$ cat config.mk
export PLATFORM = sky130hd
export DESIGN_NAME = uart_rcv
export DESIGN_NICKNAME = d
export VERILOG_FILES = /design/src/rtl/uart_pkg.sv /design/src/rtl/uart_rcv_rx_byte.sv /design/src/rtl/uart_rcv.sv
export SDC_FILE = /design/constraint.sdc
export NUM_CORES = 1
export LEC_CHECK = 0
export CORE_MARGIN = 2
export CORE_UTILIZATION = 40
export CTS_BUF_LIST = sky130_fd_sc_hd__clkbuf_8
export DETAILED_ROUTE_END_ITERATION = 10
export PLACE_DENSITY = 0.69
export RECOVER_POWER = 25
export SYNTH_ARGS = -nofsm -noshare
export SYNTH_HDL_FRONTEND = slang
export SYNTH_HIERARCHICAL = 1
export SYNTH_SLANG_ARGS = --single-unit
$ cat constraint.sdc
create_clock -name uart_sampling_clk -period 3.7 [get_ports uart_sampling_clk]
set_clock_uncertainty 0.15 [all_clocks]
set_input_delay 0.555 -clock uart_sampling_clk [delete_from_list [all_inputs] [get_ports uart_sampling_clk]]
set_output_delay 0.555 -clock uart_sampling_clk [all_outputs]
set_load 0.03 [all_outputs]
$ cat src/rtl/uart_pkg.sv
// Shared UART receive/transmit definitions.
// Holds oversample ratio, handshake byte codes and bit-state enum.
package uart_pkg;

  localparam int OVERSAMPLE = 16;

  localparam logic [7:0] ACK    = 8'hAA;
  localparam logic [7:0] RESEND = 8'hCC;

  typedef enum logic [2:0] {
    s_idle  = 3'd0,
    s_start = 3'd1,
    s_data  = 3'd2,
    s_stop  = 3'd3,
    s_break = 3'd4
  } rx_state_e;

endpackage

$ cat src/rtl/uart_rcv_rx_byte.sv
// Byte-level UART receiver: synchronizer, bit FSM, shift register.
// Ports: clk, rst, rx_async_i in; rx_byte, rx_done, rx_ferr,
// rx_start, rx_state out (done/ferr/start valid in stop/idle cycle).
module uart_rx_byte
  import uart_pkg::*;
(
  input  logic       clk,
  input  logic       rst,
  input  logic       rx_async_i,
  output logic [7:0] rx_byte,
  output logic       rx_done,
  output logic       rx_ferr,
  output logic       rx_start,
  output rx_state_e  rx_state
);

  logic       meta_q;
  logic       sync_q;
  rx_state_e  st_q;
  logic [3:0] sc_q;
  logic [2:0] bit_q;
  logic [7:0] sh_q;

  always_ff @(posedge clk or posedge rst) begin
    if (rst) begin
      meta_q <= 1'b1;
      sync_q <= 1'b1;
      st_q   <= s_idle;
      sc_q   <= '0;
      bit_q  <= '0;
      sh_q   <= '0;
    end else begin
      meta_q <= rx_async_i;
      sync_q <= meta_q;
      unique case (st_q)
        s_idle: begin
          if (!sync_q) begin
            st_q <= s_start;
            sc_q <= '0;
          end
        end
        s_start: begin
          sc_q <= sc_q + 4'd1;
          // mid-start re-check rejects short glitches
          if (sc_q == 4'd7) begin
            if (sync_q) begin
              st_q <= s_idle;
            end else begin
              st_q  <= s_data;
              sc_q  <= '0;
              bit_q <= '0;
            end
          end
        end
        s_data: begin
          sc_q <= sc_q + 4'd1;
          if (sc_q == 4'hF) begin
            sh_q  <= {sync_q, sh_q[7:1]};
            bit_q <= bit_q + 3'd1;
            if (bit_q == 3'd7) st_q <= s_stop;
          end
        end
        s_stop: begin
          sc_q <= sc_q + 4'd1;
          // leave mid-stop-bit so a following start is caught
          if (sc_q == 4'hF) st_q <= sync_q ? s_idle : s_break;
        end
        s_break: begin
          if (sync_q) st_q <= s_idle;
        end
        default: st_q <= s_idle;
      endcase
    end
  end

  assign rx_done  = (st_q == s_stop) && (sc_q == 4'hF);
  assign rx_ferr  = rx_done && !sync_q;
  assign rx_start = (st_q == s_idle) && !sync_q;
  assign rx_byte  = sh_q;
  assign rx_state = st_q;

endmodule

$ cat src/rtl/uart_rcv.sv
// Packet layer: PKT_BYTES data bytes + XOR checksum, ack/resend, timeout.
// Ports: uart_sampling_clk, rst, USB_RX in; byte_data, byte_valid,
// pkt_valid, ack, resend, cs_rcv out (all registered).
module uart_rcv
  import uart_pkg::*;
#(
  parameter int PKT_BYTES = 81,
  parameter int TIMEOUT   = 4096
) (
  input  logic       uart_sampling_clk,
  input  logic       rst,
  input  logic       USB_RX,
  output logic [7:0] byte_data,
  output logic       byte_valid,
  output logic       pkt_valid,
  output logic       ack,
  output logic       resend,
  output logic [2:0] cs_rcv
);

  localparam int BW = $clog2(PKT_BYTES + 1);
  localparam int TW = $clog2(TIMEOUT + 1);
  localparam logic [BW-1:0] LAST = BW'(PKT_BYTES);
  localparam logic [TW-1:0] TMAX = TW'(TIMEOUT - 1);

  logic [7:0] rx_byte;
  logic       rx_done;
  logic       rx_ferr;
  logic       rx_start;
  rx_state_e  rx_st;

  logic [BW-1:0] bi_q;
  logic [7:0]    acc_q;
  logic          err_q;
  logic [TW-1:0] tmo_q;

  uart_rx_byte u_rx (
    .clk        (uart_sampling_clk),
    .rst        (rst),
    .rx_async_i (USB_RX),
    .rx_byte    (rx_byte),
    .rx_done    (rx_done),
    .rx_ferr    (rx_ferr),
    .rx_start   (rx_start),
    .rx_state   (rx_st)
  );

  always_ff @(posedge uart_sampling_clk or posedge rst) begin
    if (rst) begin
      byte_data  <= '0;
      byte_valid <= 1'b0;
      pkt_valid  <= 1'b0;
      ack        <= 1'b0;
      resend     <= 1'b0;
      bi_q       <= '0;
      acc_q      <= '0;
      err_q      <= 1'b0;
      tmo_q      <= '0;
    end else begin
      byte_valid <= 1'b0;
      pkt_valid  <= 1'b0;
      ack        <= 1'b0;
      resend     <= 1'b0;
      if (rx_done) begin
        if (bi_q == LAST) begin
          // a framed-bad checksum byte also fails the packet
          if (!err_q && !rx_ferr && acc_q == rx_byte) begin
            ack       <= 1'b1;
            pkt_valid <= 1'b1;
          end else begin
            resend <= 1'b1;
          end
          bi_q  <= '0;
          acc_q <= '0;
          err_q <= 1'b0;
        end else begin
          byte_data  <= rx_byte;
          byte_valid <= 1'b1;
          acc_q      <= acc_q ^ rx_byte;
          bi_q       <= bi_q + 1'b1;
          err_q      <= err_q | rx_ferr;
        end
      end
      // rx_done only occurs outside idle, so no clash below
      if (rx_start) begin
        tmo_q <= '0;
      end else if (bi_q != '0 && rx_st == s_idle) begin
        if (tmo_q == TMAX) begin
          resend <= 1'b1;
          bi_q   <= '0;
          acc_q  <= '0;
          err_q  <= 1'b0;
          tmo_q  <= '0;
        end else begin
          tmo_q <= tmo_q + 1'b1;
        end
      end
    end
  end

  assign cs_rcv = rx_st;

endmodule

==> out/summary.txt, run 1 <==
Reg2Reg Depth: 9
Setup CP Type: input port to async pin
EDFF count, synth: 0
Initial Util: 41.59%
Fill cells: 714
WP data required: 3.56 ns
Synthesized area: 3033 um2
Core area: 7292 um2
Hold-fix buffers, CTS: 0
First-pass GRT wire length: 10.49 mm
Cell area after layout: 3428 um2
Top fanout value on the critical path: 40
Min Clock Period, post-route: 2.865 ns
Clk_lat worst skew: 0.35 ns
Via density: 5.366
RSZ-0062 raised after global routing: false
Final wirelength: 6.018 mm
Sequential cell area: 1504 um2
Post-DRT Antenna Nets: 0
Setup ws final: 0.8348 ns
Routed vias: 2,259
Worst hold slack: 0.2090 ns
CP endpoint kind: async pin
Net Sw Frac: 33.17%
Most frequent cells in the layout: dfrtp_1 (58), nand2_1 (35), nor2_1 (32)
Fraction of layout cells with a size suffix above 1: 12.11%
Global route overflow: 0
# port buffers: 17
Ys flop type: dfrtp_1
# Post-CTS Setup Buffers: 0
Total power draw: 1.728 mW
Max Cap Viol: 1
Cell depth of the worst hold path: 0
Fin. Hold Viols: 0
Status: finished with violations
Int Power: 1.155 mW
Most common cell after layout, fill and taps aside: dfrtp_1
Nets@finish: 327
Avg WL per Cell: 14.29 um
Pleak: 1.583 nW
Setup Viol. Count Final: 0
Share of flip-flops with an asynchronous set or reset: 100.0%
TritonCTS Buffers: 9
Hold Path Class: flip-flop to flip-flop
P_sw: 0.5730 mW
Pwr/cell area: 503.9 nW/um2
Die span in y: 91.08 um
Post-Synthesis Cells: 305
Ports: 18
Ant diodes: 0
Root cell of the clock tree: clkbuf_8
Max-slew violations: 41
Detailed Place HPWL: 3.914 mm
Sequential Power Share: 48.2%
Critical Path Slowest Stage Cell: clkbuf_1
Initial antenna violation count: 0
Post-synthesis cell type count: 52
Full die area: 8295 um2
Yosys warns: 6
Cell Rows: 31
Drt drc: 0
Area post-placement: 3247 um2
Syn Area/Cell: 9.944 um2
Clock Path Buffers: 2
Final setup TNS: 0 ns
Area Growth Syn to Fin: 13.04%
CTS tree: built
Slew @ Worst Pin: 2.181 ns
Drt first pass iters: 4
Failing checks: capacitance limit, slew limit
Crit share post-route: 77.44%
Register area share after synthesis: 49.59%
Gp weighted congestion: 0.7810
CP arrival: 2.72 ns
Fmax: 349.0 MHz
Clock share of power: 31.7%
Syn Nets: 315
Post-CTS Resized: 0
Die width: 91.08 um
H-tree Lvls: 3
Pre-CTS worst setup slack: 0.9786 ns
GRT Total Usage: 15.98%
Peak supply drop: 0.0002298 V
Flops & latches, synth: 60
Largest net degree at the start of global routing: 41
Comb pwr share: 20.1%
Starting DRT DRC Count: 98
CTS clk-pin slew, worst paths: 0.07 ns
Area of the multi-input gates: 1385 um2
CP Launch Type: input port
Cell chain of the critical path: dlygate4sd3_1, inv_1, clkbuf_1
Largest stage delay, worst path: 1.54 ns
Slew margin rel.: -45.39%
Vias in the first global route: 2,240
CTS Sinks: 60
worst max-delay path, delay by kind of cell:
family	cells	cell delay, ns
buf+inv	3	2.15
metrics by stage:
stage | util [%] | instances
floorplan | - | 305
global placement | 44.53 | 405
detailed placement | 44.53 | 405
CTS | 47.07 | 421
global route | 47.01 | 421
finish | 47.01 | 421
cell type report:
type                       instances  area share, %
clock buffer                      10          4.015
clock inverter                     6          1.387
inverter                          11          1.204
multi-input combinational        215          40.40
sequential                        60          43.87
tap                               99          3.613
timing repair buffer              20          5.511
Yosys cell counts, types with 5 or more instances:
master | instances | share of area [%]
a22o_1 | 5 | 1.4
a31oi_1 | 6 | 1.2
nand2_1 | 35 | 4.3
mux2_4 | 7 | 3.5
nor2_1 | 32 | 4.0
o21ai_0 | 17 | 2.8
ha_1 | 7 | 2.9
xor2_1 | 8 | 2.3
clkbuf_1 | 10 | 1.2
inv_1 | 10 | 1.2
nor3_1 | 6 | 0.99
nand3_1 | 9 | 1.5
dfrtp_1 | 58 | 48
a21oi_1 | 14 | 2.3
routing by layer:
metal  up-vias  global-route usage (%)  part of all wire [%]
met5         -                       0                     0
li1       1106                       -                     -
met1      1109                   19.66                    47
met3         8                   4.813                   3.6
met4         0                   6.818                   1.7
met2        36                   26.05                    47
path summary, 6_finish.rpt:
path,endpoint,slack (ns),startpoint
worst max-delay path,bi_q[4],0.83,rst
worst min-delay path,u_rx/sync_q,0.21,u_rx/meta_q
worst max register to register,acc_q[6],0.99,u_rx/sc_q[0]
worst min register to register,u_rx/sync_q,0.21,u_rx/meta_q
max in group uart_sampling_clk,acc_q[6],0.99,u_rx/sc_q[0]
min in group asynchronous,u_rx/rx_byte[4],0.64,rst
state kept, by name, indices dropped and copies added, names as in the netlist:
name,flops
u_rx/bit_q,3
u_rx/sync_q,1
u_rx/meta_q,1
bi_q,7
resend,1
tmo_q,13
byte_valid,1
u_rx/sc_q,4
byte_data,8
ack,1
u_rx/rx_byte,8
acc_q,8
err_q,1
u_rx/rx_state,3
power by group through the flow:
stage,sequential (mW),combinational [mW],clock (mW)
2_1_floorplan,0.806,0.302,0
4_1_cts,0.829,0.352,0.568
3_3_place_gp,0.837,0.335,0
3_5_place_dp,0.842,0.349,0
6_report,0.832,0.347,0.548
5_1_grt,0.845,0.390,0.599
cell families (layout without fill, tap and decap cells):
logic type	Yosys count	after routing	share of synthesized area (%)
and+or+nand+nor	119	119	20.05
DFF	60	60	49.59
muxes	12	12	5.280
xor gates and xnor gates	11	11	3.177
buffers and inverters	30	47	4.950
AOI/OAI and AO/OA	66	66	14.07
adders and majority gates	7	7	2.888
(Power assumes the default switching activity.)
==> inputs of run 2 (changes only) <==
PLACE_DENSITY = 0.71   (was 0.69)
clock period = 2.3 ns   (was 3.7 ns; I/O delays follow)
==> out/summary.txt, run 2 (synthesized netlist as in run 1, its figures left out) <==
Status: finished, final reports clean (was finished with violations)
Largest stage delay, worst path: 0.67 ns (was 1.54 ns)
Crit path max-delay family: buffers and inverters (unchanged)
Die span in y: 91.08 um (unchanged)
Gp weighted congestion: 0.8041 (was 0.7810)
Nets@finish: 343 (was 327)
Final setup TNS: 0 ns (unchanged)
Root cell of the clock tree: clkbuf_8 (unchanged)
Ant diodes: 0 (unchanged)
Global route overflow: 0 (unchanged)
Top fanout value on the critical path: 7 (was 40)
H-tree Lvls: 3 (unchanged)
Cell chain of the critical path: buf_4, clkdlybuf4s50_1 (was dlygate4sd3_1, inv_1, clkbuf_1)
Pwr/cell area: 860.1 nW/um2 (was 503.9 nW/um2)
Setup CP Type: flip-flop to output port (was input port to async pin)
Area post-placement: 3379 um2 (was 3247 um2)
Setup slack, reg-to-reg: 0.16 ns (was 0.99 ns)
Critical path buffers and inverters: 2 (was 3)
Peak supply drop: 0.0004465 V (was 0.0002298 V)
Hold-fix buffers, CTS: 0 (unchanged)
R2r endpoint: resend (was acc_q[6])
Initial antenna violation count: 0 (unchanged)
Pleak: 1.687 nW (was 1.583 nW)
CP arrival: 1.67 ns (was 2.72 ns)
Avg WL per Cell: 13.80 um (was 14.29 um)
Via density: 5.277 (was 5.366)
CTS tree: built (unchanged)
Routed vias: 2,306 (was 2,259)
CTS Sinks: 60 (unchanged)
Cell area after layout: 3618 um2 (was 3428 um2)
First-pass GRT wire length: 10.41 mm (was 10.49 mm)
Max FFs per register: 13 (unchanged)
CP endpoint kind: output port (was async pin)
RSZ-0062 raised after global routing: false (unchanged)
Most common cell after layout, fill and taps aside: dfrtp_1 (unchanged)
Starting DRT DRC Count: 102 (was 98)
Post-DRT Antenna Nets: 0 (unchanged)
Largest net degree at the start of global routing: 41 (unchanged)
Area Growth Syn to Fin: 19.31% (was 13.04%)
Full die area: 8295 um2 (unchanged)
Hold Path Class: flip-flop to flip-flop (unchanged)
Total power draw: 3.112 mW (was 1.728 mW)
Worst r2r src: u_rx/sc_q[0] (unchanged)
CTS clk-pin slew, worst paths: 0.07 ns (about the same)
Min Clock Period, post-route: 2.165 ns
Core area: 7292 um2 (unchanged)
Clk_lat worst skew: 0.34 ns (was 0.35 ns)
Drt drc: 0 (unchanged)
Hold Path Origin: u_rx/meta_q (unchanged)
Fraction of layout cells with a size suffix above 1: 16.86% (was 12.11%)
# port buffers: 17 (unchanged)
Initial Util: 41.59% (unchanged)
Fin. Hold Viols: 0 (unchanged)
Clock Path Buffers: 2 (unchanged)
Crit share post-route: 94.11%
Slew margin rel.: 27.38% (was -45.39%)
Drt first pass iters: 4 (unchanged)
Min-Delay Endpoint: u_rx/sync_q (unchanged)
Most frequent cells in the layout: dfrtp_1 (58), nand2_1 (35), nor2_1 (32) (unchanged)
Die width: 91.08 um (unchanged)
Ports: 18 (unchanged)
Final wirelength: 6.030 mm (was 6.018 mm)
Vias in the first global route: 2,253 (was 2,240)
GRT Total Usage: 15.65% (was 15.98%)
Fmax: 462.0 MHz
WP data required: 1.80 ns (was 3.56 ns)
Critical Path Slowest Stage Cell: clkdlybuf4s50_1 (was clkbuf_1)
CP Launch Type: flip-flop (was input port)
Biggest register: tmo_q (unchanged)
Max Cap Viol: 0 (was 1)
Slew @ Worst Pin: 1.089 ns (was 2.181 ns)
Setup Viol. Count Final: 0 (unchanged)
Max-slew violations: 0 (was 41)
Cell Rows: 31 (unchanged)
Cell depth of the worst hold path: 0 (unchanged)
TritonCTS Buffers: 9 (unchanged)
Reg2Reg Depth: 7 (was 9)
Detailed Place HPWL: 4.089 mm (was 3.914 mm)
run 2: changes by cell type in the layout (fill, tap and decap cells not counted), moves of 2 or more:
cell       previous run  this run
bufinv_16             0         3
buf_4                 2        16
inv_6                 2         0
clkinv_4              2         0
run 2: metal layers:
metal / vias to the layer above / routed length, um / global-route usage [%] / part of all wire (%)
met2: 29 / 2827 / 24.75 / 47
met1: 1128 / 2925 / 19.99 / 49
met5: - / 0 / 0 / 0
met3: 5 / 214 / 5.477 / 3.5
met4: 0 / 62 / 5.303 / 1.0
li1: 1144 / - / - / -
run 2: power breakdown:
| group | switching [mW] | internal [mW] | total (mW) |
|---|---|---|---|
| registers | 0.0954 | 1.17 | 1.26 |
| clock network | 0.421 | 0.715 | 1.14 |
| logic | 0.387 | 0.328 | 0.715 |
run 2: final cells by class:
class | instances | area (um2)
inverter | 11 | 41.29
sequential | 60 | 1504
clock buffer | 9 | 123.9
fill | 705 | 3674
timing repair buffer | 36 | 319.1
clock inverter | 7 | 115.1
multi-input combinational | 215 | 1391
tap | 99 | 123.9
run 2: what timing repair did:
action,4_1_cts,5_1_grt
setup endpoints to repair,0,5
resized for setup,0,2
endpoints found under the hold margin,0,0
setup buffers,0,0
run 2: worst max-delay path by stage:
| stage | start | end | slack (ns) | cells past startpoint |
|---|---|---|---|---|
| 3_5_place_dp | u_rx/sc_q[0] | resend | 0.07 | 7 |
| 5_1_grt | u_rx/sc_q[0] | resend | 0.04 | 7 |
| 3_3_place_gp | u_rx/sc_q[1] | resend | 0.08 | 7 |
| 6_report | u_rx/rx_state[0] | cs_rcv[0] | 0.14 | 2 |
| 2_1_floorplan | u_rx/rx_state[2] | resend | 0.02 | 6 |
| 4_1_cts | u_rx/sc_q[0] | resend | 0.06 | 7 |
run 2: through the flow:
stage          hold WS, ns  worst slack, ns  utilization, %  cells
2_1_floorplan       0.1573          0.01711               -    305
3_3_place_gp        0.1967          0.07987           46.35    421
3_5_place_dp        0.1994          0.07282           46.35    421
4_1_cts             0.1948          0.06298           49.62    437
5_1_grt             0.2151          0.03724           49.62    437
6_report            0.2081           0.1355           49.62    437
